[config.mk]
export PLATFORM = sky130hd
export DESIGN_NAME = mem_port_arbiter
export DESIGN_NICKNAME = d
export VERILOG_FILES = /design/src/rtl/mem_arb_pkg.sv /design/src/rtl/rr_select.sv /design/src/rtl/mem_port_arbiter.sv
export SDC_FILE = /design/constraint.sdc
export NUM_CORES = 1
export LEC_CHECK = 0
export CAP_MARGIN = 20
export CORE_MARGIN = 2
export CORE_UTILIZATION = 35
export DETAILED_ROUTE_END_ITERATION = 16
export GPL_ROUTABILITY_DRIVEN = 1
export GPL_TIMING_DRIVEN = 0
export PLACE_DENSITY_LB_ADDON = 0.05
export SKIP_CTS_REPAIR_TIMING = 1
export SLEW_MARGIN = 20
export SYNTH_ARGS = -nofsm -noshare
export SYNTH_HDL_FRONTEND = slang
export SYNTH_SLANG_ARGS = --single-unit
[constraint.sdc]
create_clock -name clk -period 1.35 [get_ports clk]
set_input_delay 0.27 -clock clk [delete_from_list [all_inputs] [get_ports clk]]
set_output_delay 0.27 -clock clk [all_outputs]
set_load 0.01 [all_outputs]
[src/rtl/mem_arb_pkg.sv]
// Shared types for the memory port arbiter.
//   arb_state_e : arbiter FSM states (idle, command issue, wait for completion)
//   mem_op_e    : operation carried by a granted transaction
package mem_arb_pkg;

  typedef enum logic [1:0] {
    ARB_IDLE  = 2'd0,
    ARB_ISSUE = 2'd1,
    ARB_WAIT  = 2'd2
  } arb_state_e;

  typedef enum logic {
    OP_LOAD  = 1'b0,
    OP_STORE = 1'b1
  } mem_op_e;

endpackage

[src/rtl/rr_select.sv]
// Combinational round-robin selector.
// Ports:
//   pending : per-requester request bits
//   ptr     : requester index with highest priority this round
//   idx     : first pending requester found searching upward from ptr, with wrap
//   valid   : at least one requester is pending
module rr_select #(
  parameter int N  = 2,
  parameter int IW = $clog2(N)
) (
  input  logic [N-1:0]  pending,
  input  logic [IW-1:0] ptr,
  output logic [IW-1:0] idx,
  output logic          valid
);

  // Walk the requesters starting at ptr; the first hit latches and later hits are ignored.
  always_comb begin
    int   cand;
    logic hit;
    idx   = '0;
    valid = 1'b0;
    cand  = 0;
    hit   = 1'b0;
    for (int i = 0; i < N; i++) begin
      cand  = (int'(ptr) + i) % N;
      hit   = !valid && pending[IW'(cand)];
      idx   = hit ? IW'(cand) : idx;
      valid = valid | hit;
    end
  end

endmodule

[src/rtl/mem_port_arbiter.sv]
// Round-robin arbiter sharing the single mem_ctrl accessor port between N_REQ requesters.
// One transaction at a time: IDLE (arbitrate) -> ISSUE (hold command until accepted)
// -> WAIT (until mem_done_i or timeout) -> IDLE.
// Ports:
//   clk, resetn_i                 : clock, synchronous active-low reset
//   req_load_i / req_store_i      : per-requester level requests, held until req_done_o
//   req_addr_i / req_wdata_i      : packed per-requester address / store data
//   req_rdata_o                   : load data, updated in the done cycle of a load
//   req_done_o / req_err_o        : one-hot completion pulse and coincident error pulse
//   mem_addr_o, mem_wdata_o       : registered command toward mem_ctrl
//   mem_load_o, mem_store_o       : registered command strobes, held until mem_ready_i
//   mem_rdata_i, mem_ready_i, mem_done_i : responses from mem_ctrl
module mem_port_arbiter
  import mem_arb_pkg::*;
#(
  parameter int BITSIZE     = 32,
  parameter int N_REQ       = 2,
  parameter int TIMEOUT_CYC = 255
) (
  input  logic                     clk,
  input  logic                     resetn_i,
  input  logic [N_REQ-1:0]         req_load_i,
  input  logic [N_REQ-1:0]         req_store_i,
  input  logic [N_REQ*BITSIZE-1:0] req_addr_i,
  input  logic [N_REQ*BITSIZE-1:0] req_wdata_i,
  output logic [BITSIZE-1:0]       req_rdata_o,
  output logic [N_REQ-1:0]         req_done_o,
  output logic [N_REQ-1:0]         req_err_o,
  output logic [BITSIZE-1:0]       mem_addr_o,
  output logic                     mem_load_o,
  output logic                     mem_store_o,
  output logic [BITSIZE-1:0]       mem_wdata_o,
  input  logic [BITSIZE-1:0]       mem_rdata_i,
  input  logic                     mem_ready_i,
  input  logic                     mem_done_i
);

  localparam int IW = $clog2(N_REQ);
  localparam int CW = $clog2(TIMEOUT_CYC + 1);

  arb_state_e          state_r;
  logic [IW-1:0]       rr_ptr_r;
  logic [IW-1:0]       winner_r;
  mem_op_e             op_r;
  logic                both_r;
  logic [CW-1:0]       cnt_r;

  logic [N_REQ-1:0]    pending_s;
  logic [IW-1:0]       sel_idx_s;
  logic                sel_valid_s;
  logic [BITSIZE-1:0]  sel_addr_s;
  logic [BITSIZE-1:0]  sel_wdata_s;
  logic                sel_load_s;
  logic                sel_store_s;
  logic [N_REQ-1:0]    done_vec_s;
  logic [IW-1:0]       next_ptr_s;
  logic                timeout_s;

  assign pending_s = req_load_i | req_store_i;

  rr_select #(
    .N  (N_REQ),
    .IW (IW)
  ) u_rr_select (
    .pending (pending_s),
    .ptr     (rr_ptr_r),
    .idx     (sel_idx_s),
    .valid   (sel_valid_s)
  );

  // Unpack the selected requester's command fields and build the one-hot of the current winner.
  always_comb begin
    sel_addr_s  = '0;
    sel_wdata_s = '0;
    done_vec_s  = '0;
    for (int k = 0; k < N_REQ; k++) begin
      sel_addr_s    = (sel_idx_s == IW'(k)) ? req_addr_i[k*BITSIZE +: BITSIZE]  : sel_addr_s;
      sel_wdata_s   = (sel_idx_s == IW'(k)) ? req_wdata_i[k*BITSIZE +: BITSIZE] : sel_wdata_s;
      done_vec_s[k] = (winner_r == IW'(k));
    end
  end

  assign sel_load_s  = req_load_i[sel_idx_s];
  assign sel_store_s = req_store_i[sel_idx_s];
  assign next_ptr_s  = (winner_r == IW'(N_REQ - 1)) ? '0 : winner_r + IW'(1);
  // The counter has seen TIMEOUT_CYC-1 idle WAIT cycles, so this is the last one.
  assign timeout_s   = (cnt_r == CW'(TIMEOUT_CYC - 1));

  // Arbiter FSM with command, timeout and completion registers.
  always_ff @(posedge clk) begin
    if (!resetn_i) begin
      state_r     <= ARB_IDLE;
      rr_ptr_r    <= '0;
      winner_r    <= '0;
      op_r        <= OP_LOAD;
      both_r      <= 1'b0;
      cnt_r       <= '0;
      req_rdata_o <= '0;
      req_done_o  <= '0;
      req_err_o   <= '0;
      mem_addr_o  <= '0;
      mem_wdata_o <= '0;
      mem_load_o  <= 1'b0;
      mem_store_o <= 1'b0;
    end else begin
      req_done_o <= '0;
      req_err_o  <= '0;
      case (state_r)
        ARB_IDLE: begin
          if (sel_valid_s) begin
            winner_r    <= sel_idx_s;
            mem_addr_o  <= sel_addr_s;
            mem_wdata_o <= sel_wdata_s;
            // Load and store together is treated as a store and flagged as an error.
            op_r        <= sel_store_s ? OP_STORE : OP_LOAD;
            both_r      <= sel_load_s & sel_store_s;
            mem_store_o <= sel_store_s;
            mem_load_o  <= !sel_store_s;
            state_r     <= ARB_ISSUE;
          end
        end
        ARB_ISSUE: begin
          if (mem_ready_i) begin
            mem_load_o  <= 1'b0;
            mem_store_o <= 1'b0;
            cnt_r       <= '0;
            state_r     <= ARB_WAIT;
          end
        end
        ARB_WAIT: begin
          if (mem_done_i) begin
            req_done_o <= done_vec_s;
            req_err_o  <= both_r ? done_vec_s : '0;
            if (op_r == OP_LOAD) begin
              req_rdata_o <= mem_rdata_i;
            end
            rr_ptr_r <= next_ptr_s;
            state_r  <= ARB_IDLE;
          end else if (timeout_s) begin
            req_done_o <= done_vec_s;
            req_err_o  <= done_vec_s;
            rr_ptr_r   <= next_ptr_s;
            state_r    <= ARB_IDLE;
          end else begin
            cnt_r <= cnt_r + CW'(1);
          end
        end
        default: begin
          state_r <= ARB_IDLE;
        end
      endcase
    end
  end

endmodule

== Yosys cells after proc, flatten, opt, wreduce, memory -nomap -nowiden ==
Cells that the tools add are included.

* Latch bits: 0
* Logic and storage cells: 80
* Memories: 0
* Output and inout port bits: 102
* Bits in read-only memories: 0
* Register bits: 116
* Memory bits (writable): 0
* Input bits: 168

* Add/subtract/negate cells: 3
* Eq/ne operators: 8
* Reductions and logical operators: 14
* Shifts and indexed selects: 0
* Multiplexer cells: 34
* Multiply operators: 0
* Bitwise operators: 5
* Div/mod/pow operators: 0
* Order comparisons: 3

{| class="wikitable"
|+ Operator list
! kind !! count
|-
| 32-bit two-way mux || 2
|-
| 8-bit two-way mux || 3
|-
| 1-bit two-way mux || 17
|-
| 2-bit two-way mux || 8
|-
| 8-bit case mux with 2 select lines || 1
|-
| 3-bit AND reduction || 3
|-
| 8-bit by 1-bit adder with 8-bit output (second input constant) || 1
|-
| 8-bit == test (second input constant) || 1
|-
| 2-bit inequality test (second input constant) || 4
|-
| 1-bit by 3-bit < comparator with 1-bit output (second input constant) || 2
|-
| 2-bit case mux with 3 select lines || 1
|-
| 2-bit AND reduction || 3
|-
| 2-bit nonzero test || 3
|-
| 1-bit case mux with 2 select lines || 2
|-
| 4-bit AND reduction || 1
|-
| 3-bit inequality test (second input constant) || 1
|-
| 1-bit adder (second input constant) || 2
|-
| 2-bit by 1-bit == test with 1-bit output (second input constant) || 1
|-
| 2-bit == test (second input constant) || 1
|-
| 1-bit logical NOT || 2
|-
| 2-bit logical NOT || 1
|-
| 1-bit by 2-bit < comparator with 1-bit output (second input constant) || 1
|-
| 1-bit inverter || 2
|-
| 1-bit bitwise OR || 2
|-
| 2 further kinds || 2
|}

== Longest topological paths before layout ==
* Depth after elaboration: 11
* Mapped depth: 7

== By module ==
A second synthesis with hierarchy kept.

* Cells, all modules: 528
* Area, all modules: 4767.1 µm²

{| class="wikitable"
|+ By module, submodules not included
! module !! area an instance (µm²) !! instances !! cells each
|-
| mem_port_arbiter || 4753.3 || 1 || 526
|-
| rr_select || 13.8 || 1 || 2
|}

== Least setup slack after synthesis ==
Ideal clock, no wire load.

* Kind: reg2reg
* From: register cnt_r[0]
* To: register cnt_r[2]
* Cell stages (with the launch flop): 8
* Clock period less this slack: 1.501 ns
* Path slack: -0.151 ns
* Arrival time: 1.381 ns
* Setup time: 0.120 ns
* Cell sequence: dfxtp_1 -> inv_1 -> ha_1 -> nand3_1 -> o211ai_2 -> and3_1 -> buf_6 -> a211o_1

* Word-level cells in the longest chain between the ends: 4
* Elaborated cells between the ends (all ways): 7
* Those cells by class: 1 x add/sub; 2 x eq/ne; 3 x mux; 1 x reduce/logical

{| class="wikitable"
|+ RTL lines
! element !! line !! source
|-
| start, declared || mem_port_arbiter.sv:46 || <nowiki>logic [CW-1:0] cnt_r;</nowiki>
|-
| start signal, assigned || mem_port_arbiter.sv:145 || <nowiki>cnt_r <= cnt_r + CW'(1);</nowiki>
|-
| 8-bit by 1-bit adder with 8-bit output || mem_port_arbiter.sv:145 ||
|-
| 8-bit two-way mux || mem_port_arbiter.sv:139 || <nowiki>end else if (timeout_s) begin</nowiki>
|-
| 8-bit two-way mux || mem_port_arbiter.sv:131 || <nowiki>if (mem_done_i) begin</nowiki>
|-
| 8-bit case mux with 2 select lines || mem_port_arbiter.sv:108 || <nowiki>case (state_r)</nowiki>
|}

Several ways; a longest one is shown, not always the timed one. The select of a mux whose other input is x is not followed.
A chain may end at the register's enable or synchronous reset.

== Final worst setup path ==
* From: register state_r[0]
* To: register req_rdata_o[19]

* Word-level cells in the longest chain between the ends: 2

{| class="wikitable"
|+ RTL lines
! element !! line !! source
|-
| start, declared || mem_port_arbiter.sv:41 || <nowiki>arb_state_e state_r;</nowiki>
|-
| start signal, assigned || mem_port_arbiter.sv:92 || <nowiki>state_r <= ARB_IDLE;</nowiki>
|-
| start signal, assigned || mem_port_arbiter.sv:119 || <nowiki>state_r <= ARB_ISSUE;</nowiki>
|-
| start signal, assigned || mem_port_arbiter.sv:127 || <nowiki>state_r <= ARB_WAIT;</nowiki>
|-
| 2-bit == test || mem_port_arbiter.sv:108 ||
|-
| 3-bit AND reduction (no source line) || -- ||
|-
| end signal, assigned || mem_port_arbiter.sv:135 || <nowiki>req_rdata_o <= mem_rdata_i;</nowiki>
|-
| end, declared || mem_port_arbiter.sv:26 || <nowiki>output logic [BITSIZE-1:0] req_rdata_o,</nowiki>
|}

Every way passes these cells.

==> reports/qor.txt <==
Routability cong.: 0.779
Final net count: 1014
Failing checks: negative setup slack
Worst-margin pin slew: 457 ps
Total of max-cap violations: 0
Final Cycle Share: 1.10
Total gr overflow: 0
Share of layout cells above drive strength 1: 0.246
Final std cells w/o fill: 1033
Worst-path maximum fanout: 7
Worst VDD drop: 759 uV
Core area: 13300 sq um
Clock Tree Root: clkbuf_16
Post-synth top area cell: dfxtp_1
Total global-route track usage: 0.230
Synthesized area per cell: 9.17 sq um
Synthesized flop and latch total: 116
Via count: 5315
Pre-antenna DRT Iters: 6
Synth top area cells: dfxtp_1 48%, o221ai_1 12%, nand2_1 10%, a21boi_0 10%, a21boi_1 5.1%
Unique masters post-synth: 36
Crit. End Element: flop
Input/output buffers: 268
Post-Syn Area: 4830 sq um
Dpl ws: -756 ps
Inst Count DP: 971
Antenna diode count: 0
Clk buf depth: 2
Commonest non-fill, non-tap cell in the layout: clkdlybuf4s50_1
Cells along the critical path: and2b_2, nor3b_4, buf_6, buf_6, buf_6, nand2_2, a21boi_2
Slowest stage delay, CP: 360 ps
Worst Setup Start Kind: flop
Total CTS buffers: 17
FFs w/ async S/R, synth: 0
WP data required: 1690 ps
Post-DRT Antenna Nets: 0
DR DRC count: 0
Ys Warns: 0
CP max-delay cell: dfxtp_4
Worst Hold Class: input port to flop
RSZ-0062 raised after global routing: true
Clk_lat worst skew: 410 ps
Lkg Pwr: 5.18 nW
Power, Total: 10.7 mW
FP Rows: 42
Worst path most repeated cell: buf_6
CTS tree: built
Power per cell area: 1090 nW/um^2
Number of global-route vias before repair: 5141
Max Transition Viols Final: 0
Most used flip-flop cell after synthesis: dfxtp_1
Tmin final: 1490 ps
WL/cell: 18.2 um
Initial antenna violation count: 0
Final WS setup: -137 ps
Setup Skew: 7.64 ps
Placed Instance Area: 7750 sq um
Number of synthesized flops with an enable pin: 0
Worst EP arrival: 1830 ps
Chip height: 122 um
First-pass GRT wire length: 26.1 mm
DIE AREA: 14800 sq um
Maximum clock rate: 0.673 GHz
H-tree depth: 4
Rel. slew slack: 0.696
Setup-failing EPs final: 84
Via/cell ratio: 5.15
WL final: 18.8 mm
IO Pins: 270
Largest net degree at the start of global routing: 17
Initial drt markers: 242
Yosys top cell area share: 0.480
Post-synthesis sequential area ratio: 0.480
Synthesis-to-finish area growth: 103%
Cell area after layout: 9800 sq um
Clock sinks: 116
Clock transition at the registers of the reported paths: 50 ps
Number of hold violations in the final report: 0
Dpl hpwl: 13.3 mm
Status: complete, but fails checks
Syn Nets: 697
Hold WS: 406 ps
Syn Inst Count: 527
Die W: 122 um
Starting density of the core: 0.362
Worst setup path class: flop to flop
Commonest cells after routing, fill and taps aside: 163 x clkdlybuf4s50_1, 120 x nand2_1, 106 x dfxtp_1
final timing paths:
kind | start | endpoint | slack (ps) | cells after the start
worst max-delay path | state_r[0] | req_rdata_o[19] | -140 | 7
worst max register to register | state_r[0] | req_rdata_o[19] | -140 | 7
worst min-delay path | mem_rdata_i[17] | req_rdata_o[17] | 410 | 3
worst min register to register | mem_wdata_o[14] | mem_wdata_o[14] | 450 | 2
cells in the mapped netlist (2+ instances only):
library cell / instances
a211o_1: 5
a21boi_0: 65
a21boi_1: 33
a21oi_1: 2
and3_1: 10
buf_2: 8
buf_4: 12
clkbuf_1: 26
dfxtp_1: 116
ha_1: 2
inv_1: 2
nand2_1: 134
nand3_1: 5
nand3b_1: 2
nor2_1: 6
nor2b_1: 4
nor3b_1: 2
nor3b_2: 2
nor4_1: 4
o21a_1: 6
o21ai_0: 2
o21ai_2: 2
o221ai_1: 64
worst max-delay path: cells and delay by family (launching register included):
family	cells	cell delay (ps)
AOI/OAI and AO/OA	1	140
and+or+nand+nor	3	540
buffers and inverters	3	380
DFF	1	360
where the power goes:
group	switching [mW]	internal (mW)	total (mW)
Combinational	0.957	1.37	2.33
Sequential	0.111	3.63	3.74
Clock	1.56	3.08	4.63
cells by family after synthesis:
group,Yosys count,synth area share
DFF,116,0.480
adders and majority gates,2,0.00518
buffers and inverters,50,0.0518
and+or+nand+nor,173,0.155
AOI/OAI and AO/OA,186,0.307
per-stage QoR:
step           TNS [ps]  utilization
2_1_floorplan     -34.4            -
3_3_place_gp     -60460        0.581
3_5_place_dp     -63110        0.581
4_1_cts          -42550        0.627
5_1_grt          -10670        0.734
6_report          -4150        0.734
sequential cells by signal (all words and copies together), names as in the netlist:
signal,flops
cnt_r,8
mem_wdata_o,32
state_r,2
req_err_o,2
req_done_o,2
rr_ptr_r,1
op_r,1
mem_store_o,1
mem_load_o,1
mem_addr_o,32
winner_r,1
req_rdata_o,32
both_r,1
final cells by class:
cell class | instances | area, sq um
clock inverter | 10 | 128
inverter | 3 | 11.3
timing repair buffer | 299 | 3380
tap | 176 | 220
fill | 976 | 3540
buffer | 46 | 375
clock buffer | 22 | 484
sequential | 116 | 2350
multi-input combinational | 361 | 2850
layer usage:
metal | vias to the layer above | wire (um) | global-route usage
li1 | 2571 | - | -
met1 | 2518 | 7270 | 0.247
met2 | 198 | 9760 | 0.408
met3 | 28 | 1390 | 0.0912
met4 | 0 | 405 | 0.0869
met5 | - | 0 | 0
No activity file was read; power rests on OpenSTA's default activity.
